==> config.mk <==
export PLATFORM = sky130hd
export DESIGN_NAME = alu_step_sequencer
export DESIGN_NICKNAME = d
export VERILOG_FILES = /design/src/rtl/alu_step_sequencer.sv
export SDC_FILE = /design/constraint.sdc
export NUM_CORES = 1
export LEC_CHECK = 0
export ABC_AREA = 1
export BUFFER_PORTS_ARGS = -buffer_cell sky130_fd_sc_hd__buf_2
export CORE_UTILIZATION = 30
export CTS_BUF_LIST = sky130_fd_sc_hd__clkbuf_8
export CTS_CLUSTER_SIZE = 10
export DETAILED_ROUTE_END_ITERATION = 7
export GPL_TIMING_DRIVEN = 0
export SLEW_MARGIN = 15
export SYNTH_ARGS = -nofsm -noshare
export SYNTH_HDL_FRONTEND = slang
export SYNTH_SLANG_ARGS = --single-unit
==> constraint.sdc <==
create_clock -name clk -period 6.7 [get_ports clk]
set_input_delay 0.335 -clock clk [delete_from_list [all_inputs] [get_ports clk]]
set_output_delay 0.335 -clock clk [all_outputs]
set_load 0.005 [all_outputs]
==> src/rtl/alu_step_sequencer.sv <==
// Walks the control ROM step by step, fetches operand pairs, drives a registered ALU
// and emits each result on a valid/ready stream; illegal opcodes are skipped and flagged.
module alu_step_sequencer #(
    parameter int NUM_STEPS = 28,
    parameter int DATA_W    = 32
) (
    input  logic              clk,
    input  logic              rst,
    input  logic              start,
    input  logic              abort,
    output logic [4:0]        ctrl_addr,
    input  logic [5:0]        ctrl_data,
    output logic [1:0]        opa_addr,
    output logic [1:0]        opb_addr,
    input  logic [DATA_W-1:0] opa_data,
    input  logic [DATA_W-1:0] opb_data,
    output logic [DATA_W-1:0] alu_a,
    output logic [DATA_W-1:0] alu_b,
    output logic [3:0]        alu_op,
    input  logic [DATA_W-1:0] alu_result,
    output logic              res_valid,
    input  logic              res_ready,
    output logic [DATA_W-1:0] res_data,
    output logic [4:0]        res_step,
    output logic [3:0]        res_op,
    output logic              busy,
    output logic              done,
    output logic              err_illegal,
    output logic [5:0]        emit_count
);

    localparam logic [4:0] LAST_STEP = 5'(NUM_STEPS - 1);

    typedef enum logic [2:0] {
        S_IDLE,
        S_FETCH,
        S_OPND,
        S_EXEC,
        S_EMIT,
        S_DONE
    } state_t;

    state_t     state;
    state_t     state_nxt;
    logic [4:0] step;
    logic [1:0] idx;
    logic [3:0] op;
    logic       fetch_legal;
    logic       last_step;

    function automatic logic op_legal(input logic [3:0] o);
        case (o)
            4'b0001, 4'b0011, 4'b0100, 4'b1000,
            4'b1010, 4'b1101, 4'b1111: return 1'b1;
            default:                   return 1'b0;
        endcase
    endfunction

    assign fetch_legal = op_legal(ctrl_data[3:0]);
    assign last_step   = (step == LAST_STEP);

    // Addresses come straight from registers so the ROM path never loops through inputs.
    assign ctrl_addr = step;
    assign opa_addr  = idx;
    assign opb_addr  = idx;
    assign res_valid = (state == S_EMIT);
    assign busy      = (state != S_IDLE);
    assign done      = (state == S_DONE);

    always_ff @(posedge clk or posedge rst) begin
        if (rst) state <= S_IDLE;
        else     state <= state_nxt;
    end

    always_comb begin
        state_nxt = state;
        if (abort) begin
            state_nxt = S_IDLE;
        end else begin
            case (state)
                S_IDLE:  if (start) state_nxt = S_FETCH;
                S_FETCH: begin
                    if (fetch_legal)    state_nxt = S_OPND;
                    else if (last_step) state_nxt = S_DONE;
                end
                S_OPND:  state_nxt = S_EXEC;
                S_EXEC:  state_nxt = S_EMIT;
                S_EMIT:  if (res_ready) state_nxt = last_step ? S_DONE : S_FETCH;
                S_DONE:  state_nxt = S_IDLE;
                default: state_nxt = S_IDLE;
            endcase
        end
    end

    always_ff @(posedge clk or posedge rst) begin
        if (rst) begin
            step        <= '0;
            idx         <= '0;
            op          <= '0;
            alu_a       <= '0;
            alu_b       <= '0;
            alu_op      <= '0;
            res_data    <= '0;
            res_step    <= '0;
            res_op      <= '0;
            err_illegal <= 1'b0;
            emit_count  <= '0;
        end else if (abort) begin
            // Status flags survive an abort so software can inspect the partial run.
            step <= '0;
        end else begin
            case (state)
                S_IDLE: begin
                    step <= '0;
                    if (start) begin
                        err_illegal <= 1'b0;
                        emit_count  <= '0;
                    end
                end
                S_FETCH: begin
                    idx <= ctrl_data[5:4];
                    op  <= ctrl_data[3:0];
                    if (!fetch_legal) begin
                        err_illegal <= 1'b1;
                        if (!last_step) step <= step + 5'd1;
                    end
                end
                S_OPND: begin
                    alu_a  <= opa_data;
                    alu_b  <= opb_data;
                    alu_op <= op;
                end
                S_EXEC: begin
                    res_data <= alu_result;
                    res_step <= step;
                    res_op   <= alu_op;
                end
                S_EMIT: begin
                    if (res_ready) begin
                        emit_count <= emit_count + 6'd1;
                        if (!last_step) step <= step + 5'd1;
                    end
                end
                default: ;
            endcase
        end
    end

endmodule

Word-level counts from Yosys, hierarchy flattened:

Index checks and enable logic that the tools add are counted.

* output and inout port bits: 128
* logic and storage cells: 67
* input port bits: 107
* bits in registers: 130

* bitwise logic cells: 1
* multiplexer cells: 19
* equal/unequal tests: 20
* add/subtract/negate cells: 2
* reduce and logical (&&, ||, !) cells: 13

Operators by type and width (count)
* $mux W5: 4
* $mux W3: 6
* $eq A4 B4 Y1 const B: 4
* $pmux W3 S5: 1
* $pmux W5 S3: 1
* $mux W6: 2
* $pmux W6 S2: 1
* $reduce_and A4 Y1: 2
* $reduce_or A7 Y1: 1
* $add A6 B1 Y6 const B: 1
* $eq A3 B2 Y1 const B: 2
* $eq A3 B3 Y1 const B: 2
* $ne A3 B3 Y1 const B: 2
* $reduce_and A2 Y1: 3
* $reduce_and A3 Y1: 2
* $add A5 B1 Y5 const B: 1
* $eq A5 B5 Y1 const B: 1
* $eq A4 B1 Y1 const B: 1
* $eq A4 B2 Y1 const B: 1
* $eq A4 B3 Y1 const B: 1
* $ne A2 B2 Y1 const B: 2
* $ne A4 B4 Y1 const B: 1
* $reduce_bool A2 Y1: 2
* $reduce_bool A4 Y1: 1
* other kinds (8): 10

Depth between registers and ports, before layout:

Gate-level depths: netlist of the first run.

* depth in word-level cells: 6
* mapped depth: 9
* depth with buffers taken out: 9

Worst setup path before layout of the first run:

Ideal clock, no wire load.

* kind: register to register
* from: register state[1]
* to: register step[0], in the netlist ctrl_addr[0]
* slack: 5312 ps
* data required time: 6583 ps
* clock period less this slack: 1388 ps
* setup time: 117 ps
* data arrival time: 1270 ps
* stages on the path, launching flop included: 9
* path through: dfrtp_1 nor2_1 nand2_1 nand2_2 nand3_1 nand2_1 inv_2 nand3_1 nand2_1

* cells in the longest elaborated chain, start to end: 3

RTL lines
* start: declaration: RTL line 43 `state_t state;`
* start signal: assignment: RTL line 72 `else state <= state_nxt;`
* $eq A3 B1 Y1, or another cell as far along: RTL line 112 `case (state)`
* $ne A3 B3 Y1 (no line), or another cell as far along
* $reduce_and A3 Y1 (no line) / $mux W5 (equally long branches)
* end signal: assignment: RTL line 125 `if (!last_step) step <= step + 5'd1;`
* end signal: assignment: RTL line 141 `if (!last_step) step <= step + 5'd1;`
* end: declaration: RTL line 45 `logic [4:0] step;`

Parallel ways exist; a longest one is shown, timed or not.
A chain may end at the register's enable or synchronous reset.

Worst setup path in the final report of the first run:

* from: register state[1]
* to: output port res_valid

* cells in the longest elaborated chain, start to end: 1

RTL lines
* $eq A3 B3 Y1: RTL line 66 `assign res_valid = (state == S_EMIT);`
* end: declaration: RTL line 21 `output logic res_valid,`

No other way between the ends.

==> metrics, run 1 <==
status=completed; H-tree levels=4; initial core utilization=0.3088; final worst path period share=0.3202; Storage cell area=0.003253 mm²; CP max stage cell=dfrtp_1; DRT iter0 DRCs=130; most common cell after layout, fill and taps aside=buf_2; post-route ant nets=0; layout cells sized above 1=0.5604; final design utilization=0.4165; crit-path cells=nor2_1, nand2_1, inv_1, buf_2; largest net degree at the start of global routing=70; Post-Place Setup Slack=5044 ps; Area contributors post-synth=dfrtp_1 (61%), mux2_2 (16%), mux2_4 (5.0%), nand2_1 (4.9%), o21ai_0 (1.7%); hold buffers post-CTS=1; Post-synth EDFFs=0; Area growth, synth to finish=34.88%; #FFs+latches synth=130; vias per inst=~4.4; DR pass1 iterations=4; n_diodes=0; Port Buffers=approximately 230; CTS root buffer=clkbuf_8; # clock sinks=130; top_reg_cell synth=dfrtp_1; Crit path largest cell delay=between 400 and 500 ps; setup TNS=0 ps; die area=~0.018 mm²; number of global-route vias before repair=about 3,800; Clk Latency, worst-skew pair=about 440 ps; WP data required=6360 ps; Final GP Congestion=between 0.8 and 0.9; clock skew=between 10 and 15 ps; asr flop ratio synth=1.000; first-pass GRT wire length=roughly 19,000 µm; Cell Pwr Density=roughly 390 mW/mm²; Final WS setup=roughly 4600 ps; Distinct cells, synth=26; initial antenna violation count=0; critical path fanouts, max=6; grt total ovfl=0; Fin Hold WS=a little over 90 ps; worst vdd ir=0.1392 mV; final setup violation count=0; filler cell count=approximately 1,700; Post-Syn Area=0.005359 mm²; drt drc=0; kind of critical path=flip-flop to output pin; height of the die=around 140 µm; Final #Nets=roughly 800; fin. max-slew vios=0; synthesized instance count=approximately 420; Die W=~140 µm; global-route usage over all layers=0.1378; RSZ-0062 raised after global routing=false; Worst Setup Start Kind=flip-flop; Max Clock Freq=between 400 and 500 MHz; multi-input logic area=0.001922 mm²; drt total wl=12,530 µm; CORE AREA=0.01736 mm²; Post-DP HPWL=slightly above 9000 µm; CTS buffer count=17; Hold/Removal Path Class=input pin to flip-flop; Slew HR=0.6916; dominant cell type by area after synthesis=dfrtp_1; most frequent cells in the layout=buf_2 (242), dfrtp_1 (130), mux2_2 (75), nand2_1 (70), inv_1 (20); FP Rows=48; Crit. End Element=output pin; Max Root-Sink Buffers=2; Synth warnings=0; DR WL/cell=around 14 µm; I/O pin cnt=235; post-synth net total=roughly 530; Final Hold Viols=0; Worst-path clk slew=~80 ps; Least-Margin Pin Slew=approximately 460 ps; post-synthesis sequential area ratio=0.6071; post-CTS resize count=0; syn avg cell area=12.79 µm²; Leak=about 3.9 nW; min cycle time layout=between 2000 and 2500 ps; CTS tree=built; total setup buffers inserted after CTS=0; DR vias=roughly 4,000; top-area cell type share of the netlist area=0.6071; max_cap viols=0; Crit path arrival time=roughly 1800 ps
Yosys cell counts (2+ instances only):
library cell and instances:
dfrtp_1 130, mux2_2 75, nand2_1 70, inv_1 20, mux2_4 18, nor2_1 18, o21ai_0 18, nand3_1 16
a21oi_1 8, buf_2 8, mux2_1 6, nand4_1 4, xor2_1 4, buf_6 3, inv_2 3, nand3_2 3
buf_4 2, ha_1 2, nand3_4 2, nand3b_1 2, nor3_1 2
worst paths after layout:
kind	startpoint	end	slack, ps	depth (start not counted)
max reg2reg	state[1]	state[2]	5050	7
min reg2reg	res_step[2]	res_step[2]	480	2
max	state[1]	res_valid	4550	4
min in group asynchronous	rst	alu_b[15]	460	3
max in group asynchronous	rst	res_data[15]	5550	4
min	ctrl_data[5]	opa_addr[1]	90	3
cell type report:
type | instances | area share
Tap cell | 225 | 0.03895
Multi-Input combinational cell | 251 | 0.2659
Buffer | 14 | 0.01281
Clock inverter | 13 | 0.01523
Sequential cell | 130 | 0.4501
Timing Repair Buffer | 236 | 0.1672
Clock buffer | 19 | 0.03618
Inverter | 24 | 0.01367
registers in the layout, summed over array words and instances, names as in the netlist:
signal,count
opa_addr,2
emit_count,6
ctrl_addr,5
res_step,5
alu_b,32
state,3
alu_a,32
op,4
err_illegal,1
alu_op,4
res_data,32
res_op,4
critical path, delay by kind of cell (launching register included):
| kind | cells | cell delay, ps |
|---|---|---|
| flops | 1 | 430 |
| buf+inv | 2 | 420 |
| simple gates | 2 | 520 |
power breakdown:
part	switching, mW	total [mW]	internal [mW]
clock	0.317	0.628	0.311
combinational	0.390	0.918	0.528
sequential	0.159	1.27	1.11
per-stage QoR:
| stage | instances | cell area [µm²] | total power [mW] |
|---|---|---|---|
| after global placement | 878 | 6812 | 2.201 |
| after detailed placement | 879 | 6847 | 2.223 |
| after floorplan | 419 | 5359 | 1.757 |
| after global routing | 912 | 7228 | 3.023 |
| final | 912 | 7228 | 2.817 |
| after CTS | 912 | 7228 | 2.870 |
kinds of logic (layout without fill, tap and decap cells):
| kind of cell | count (synthesis) | after routing | synth area share |
|---|---|---|---|
| AOI/OAI and AO/OA | 26 | 26 | 0.02428 |
| xor gates and xnor gates | 4 | 4 | 0.006537 |
| adders and majority gates | 2 | 2 | 0.004669 |
| buffers and inverters | 38 | 306 | 0.03432 |
| DFF | 130 | 130 | 0.6071 |
| muxes | 99 | 99 | 0.2206 |
| and+or+nand+nor | 120 | 120 | 0.1025 |
layer usage:
layer | up-vias | track usage | wire length [µm]
li1 | 1923 | - | -
met1 | 1918 | 0.1670 | 5337
met2 | 153 | 0.2222 | 6021
met3 | 16 | 0.04901 | 1015
met4 | 0 | 0.05431 | 153
met5 | - | 0 | 0
Power figures use the tool's default switching activity.
==> run 2, diff against run 1 <==
Clock period 6.7 ns to 1.9 ns, I/O delays scaled along.
==> metrics, run 2 (synthesis gave the netlist of run 1 again) <==
Leak=4.393 nW (was 3.922 nW); kind of critical path=flip-flop to output pin (unchanged); post-route ant nets=0 (unchanged); CP startpoint=state[1] (unchanged); total setup buffers inserted after CTS=0 (unchanged); CP max stage cell=dfrtp_1 (unchanged); DR pass1 iterations=4 (unchanged); Port Buffers=234 (unchanged); initial core utilization=0.3088 (unchanged); most common cell after layout, fill and taps aside=buf_2 (unchanged); Final Hold Viols=0 (unchanged); DR vias=4,401 (was 4,010); Worst-path clk slew=70 ps (was 80 ps); Crit. End Element=output pin (unchanged); CTS buffer count=17 (unchanged); final setup violation count=0 (unchanged); worst hold stages=6 (was 3); Clk Latency, worst-skew pair=440 ps (about the same); DR WL/cell=14.13 µm (was 13.74 µm); CORE AREA=0.01736 mm² (unchanged); Post-Place Cells=882 (was 879); number of global-route vias before repair=4,383 (was 3,836); Post-DP HPWL=9682 µm (was 9277 µm); drt drc=0 (unchanged); Cell Pwr Density=1249 mW/mm² (was 389.7 mW/mm²); min cycle time layout=around 1700 ps; critical path fanouts, max=6 (unchanged); Final #Nets=890 (was 783); drt total wl=14,400 µm (was 12,530 µm); I/O pin cnt=235 (unchanged); CTS tree=built (unchanged); height of the die=135.7 µm (unchanged); largest net degree at the start of global routing=35 (was 70); H-tree levels=4 (unchanged); Max Clock Freq=581.4 MHz; Worst Setup Start Kind=flip-flop (unchanged); layout cells sized above 1=0.4912 (was 0.5604); vias per inst=4.319 (was 4.397); status=completed (unchanged); min-delay src=start (was ctrl_data[5]); Total Power=10.45 mW (was 2.817 mW); n_diodes=0 (unchanged); WP data required=1800 ps (was 6360 ps); max_cap viols=0 (unchanged); Hold/Removal Path Class=input pin to flip-flop (unchanged); # clock sinks=130 (unchanged); DRT iter0 DRCs=111 (was 130); worst vdd ir=0.5576 mV (was 0.1392 mV); Least-Margin Pin Slew=542.1 ps (was 459.1 ps); grt total ovfl=0 (unchanged); initial antenna violation count=0 (unchanged); Area growth, synth to finish=56.15% (was 34.88%); FP Rows=48 (unchanged); Crit path largest cell delay=450 ps (was 430 ps); global-route usage over all layers=0.1574 (was 0.1378); most frequent cells in the layout=buf_2 (242), dfrtp_1 (130), dlygate4sd3_1 (105), mux2_2 (75), nand2_1 (70) (was buf_2 (242), dfrtp_1 (130), mux2_2 (75), nand2_1 (70), inv_1 (20)); Max Root-Sink Buffers=2 (unchanged); reg2reg start=state[2] (was state[1]); crit-path cells=nor2_2, nand2_1, inv_2, buf_2 (was nor2_1, nand2_1, inv_1, buf_2); Die W=135.7 µm (unchanged); RSZ-0062 raised after global routing=false (unchanged); die area=0.01840 mm² (unchanged); final worst path period share=0.9053; clock skew=11.84 ps (was 11.82 ps); CTS root buffer=clkbuf_8 (unchanged); fin. max-slew vios=0 (unchanged); Crit path arrival time=1620 ps (was 1810 ps); reg2reg path depth=4 (was 7); first-pass GRT wire length=22,030 µm (was 19,380 µm); Post-Layout Cell Count=1,019 (was 912); Slew HR=0.6378 (was 0.6916); Final GP Congestion=0.7761 (was 0.8189); biggest regs=alu_a: 32 flops, alu_b: 32 flops, res_data: 32 flops (unchanged)
-- run 2: report_power, final --
part | total [mW] | internal (mW) | switching [mW]
clock | 2.47 | 1.31 | 1.16
combinational | 3.47 | 2.02 | 1.45
sequential | 4.51 | 3.92 | 0.590
-- run 2: final timing paths --
path,end,slack [ps]
min reg2reg,err_illegal,480
min,err_illegal,210
min in group asynchronous,alu_b[20],270
max reg2reg,alu_b[15],290
max,res_valid,180
max in group asynchronous,res_data[16],880
-- run 2: through the flow --
step | hold slack, ps | utilization | instance area, µm² | worst slack (ps) | TNS (ps)
4_1_cts | 166.9 | 0.4821 | 8368 | 73.92 | 0
3_5_place_dp | 173.9 | 0.3973 | 6895 | 280.0 | 0
5_1_grt | 246.3 | 0.4821 | 8368 | 14.82 | 0
2_1_floorplan | 158.1 | - | 5363 | 195.8 | 0
6_report | 206.3 | 0.4821 | 8368 | 180.0 | 0
3_3_place_gp | 296.3 | 0.3927 | 6815 | -772.1 | -99290
-- run 2: layer usage --
metal | part of all wire | track usage | wire (µm)
met1 | 0.43 | 0.1875 | 6211
met5 | 0 | 0 | 0
met3 | 0.058 | 0.04676 | 831
met4 | 0.022 | 0.06991 | 317
met2 | 0.49 | 0.2613 | 7037
-- run 2: area by class of cell --
cell class,instances,area (µm²)
well taps,225,281.5
fillers,1557,8989
clock buffers,17,234.0
inverters,24,95.09
clock inverters,15,185.2
multi-input cells,251,1924
plain buffers,14,92.59
flip-flops and latches,130,3253
repair buffers,343,2302
-- run 2: timing repair --
item                                    4_1_cts  5_1_grt
endpoints found under the setup margin        1        1
hold buffers                                105        0
gates resized for setup                       1        1
endpoints found under the hold margin       127        0
gates cloned                                  0        0
-- run 2: worst max-delay path, delay by kind of cell (launching register included) --
family	cells	cell delay [ps]
simple gates	2	440
buf+inv	2	300
flops	1	450
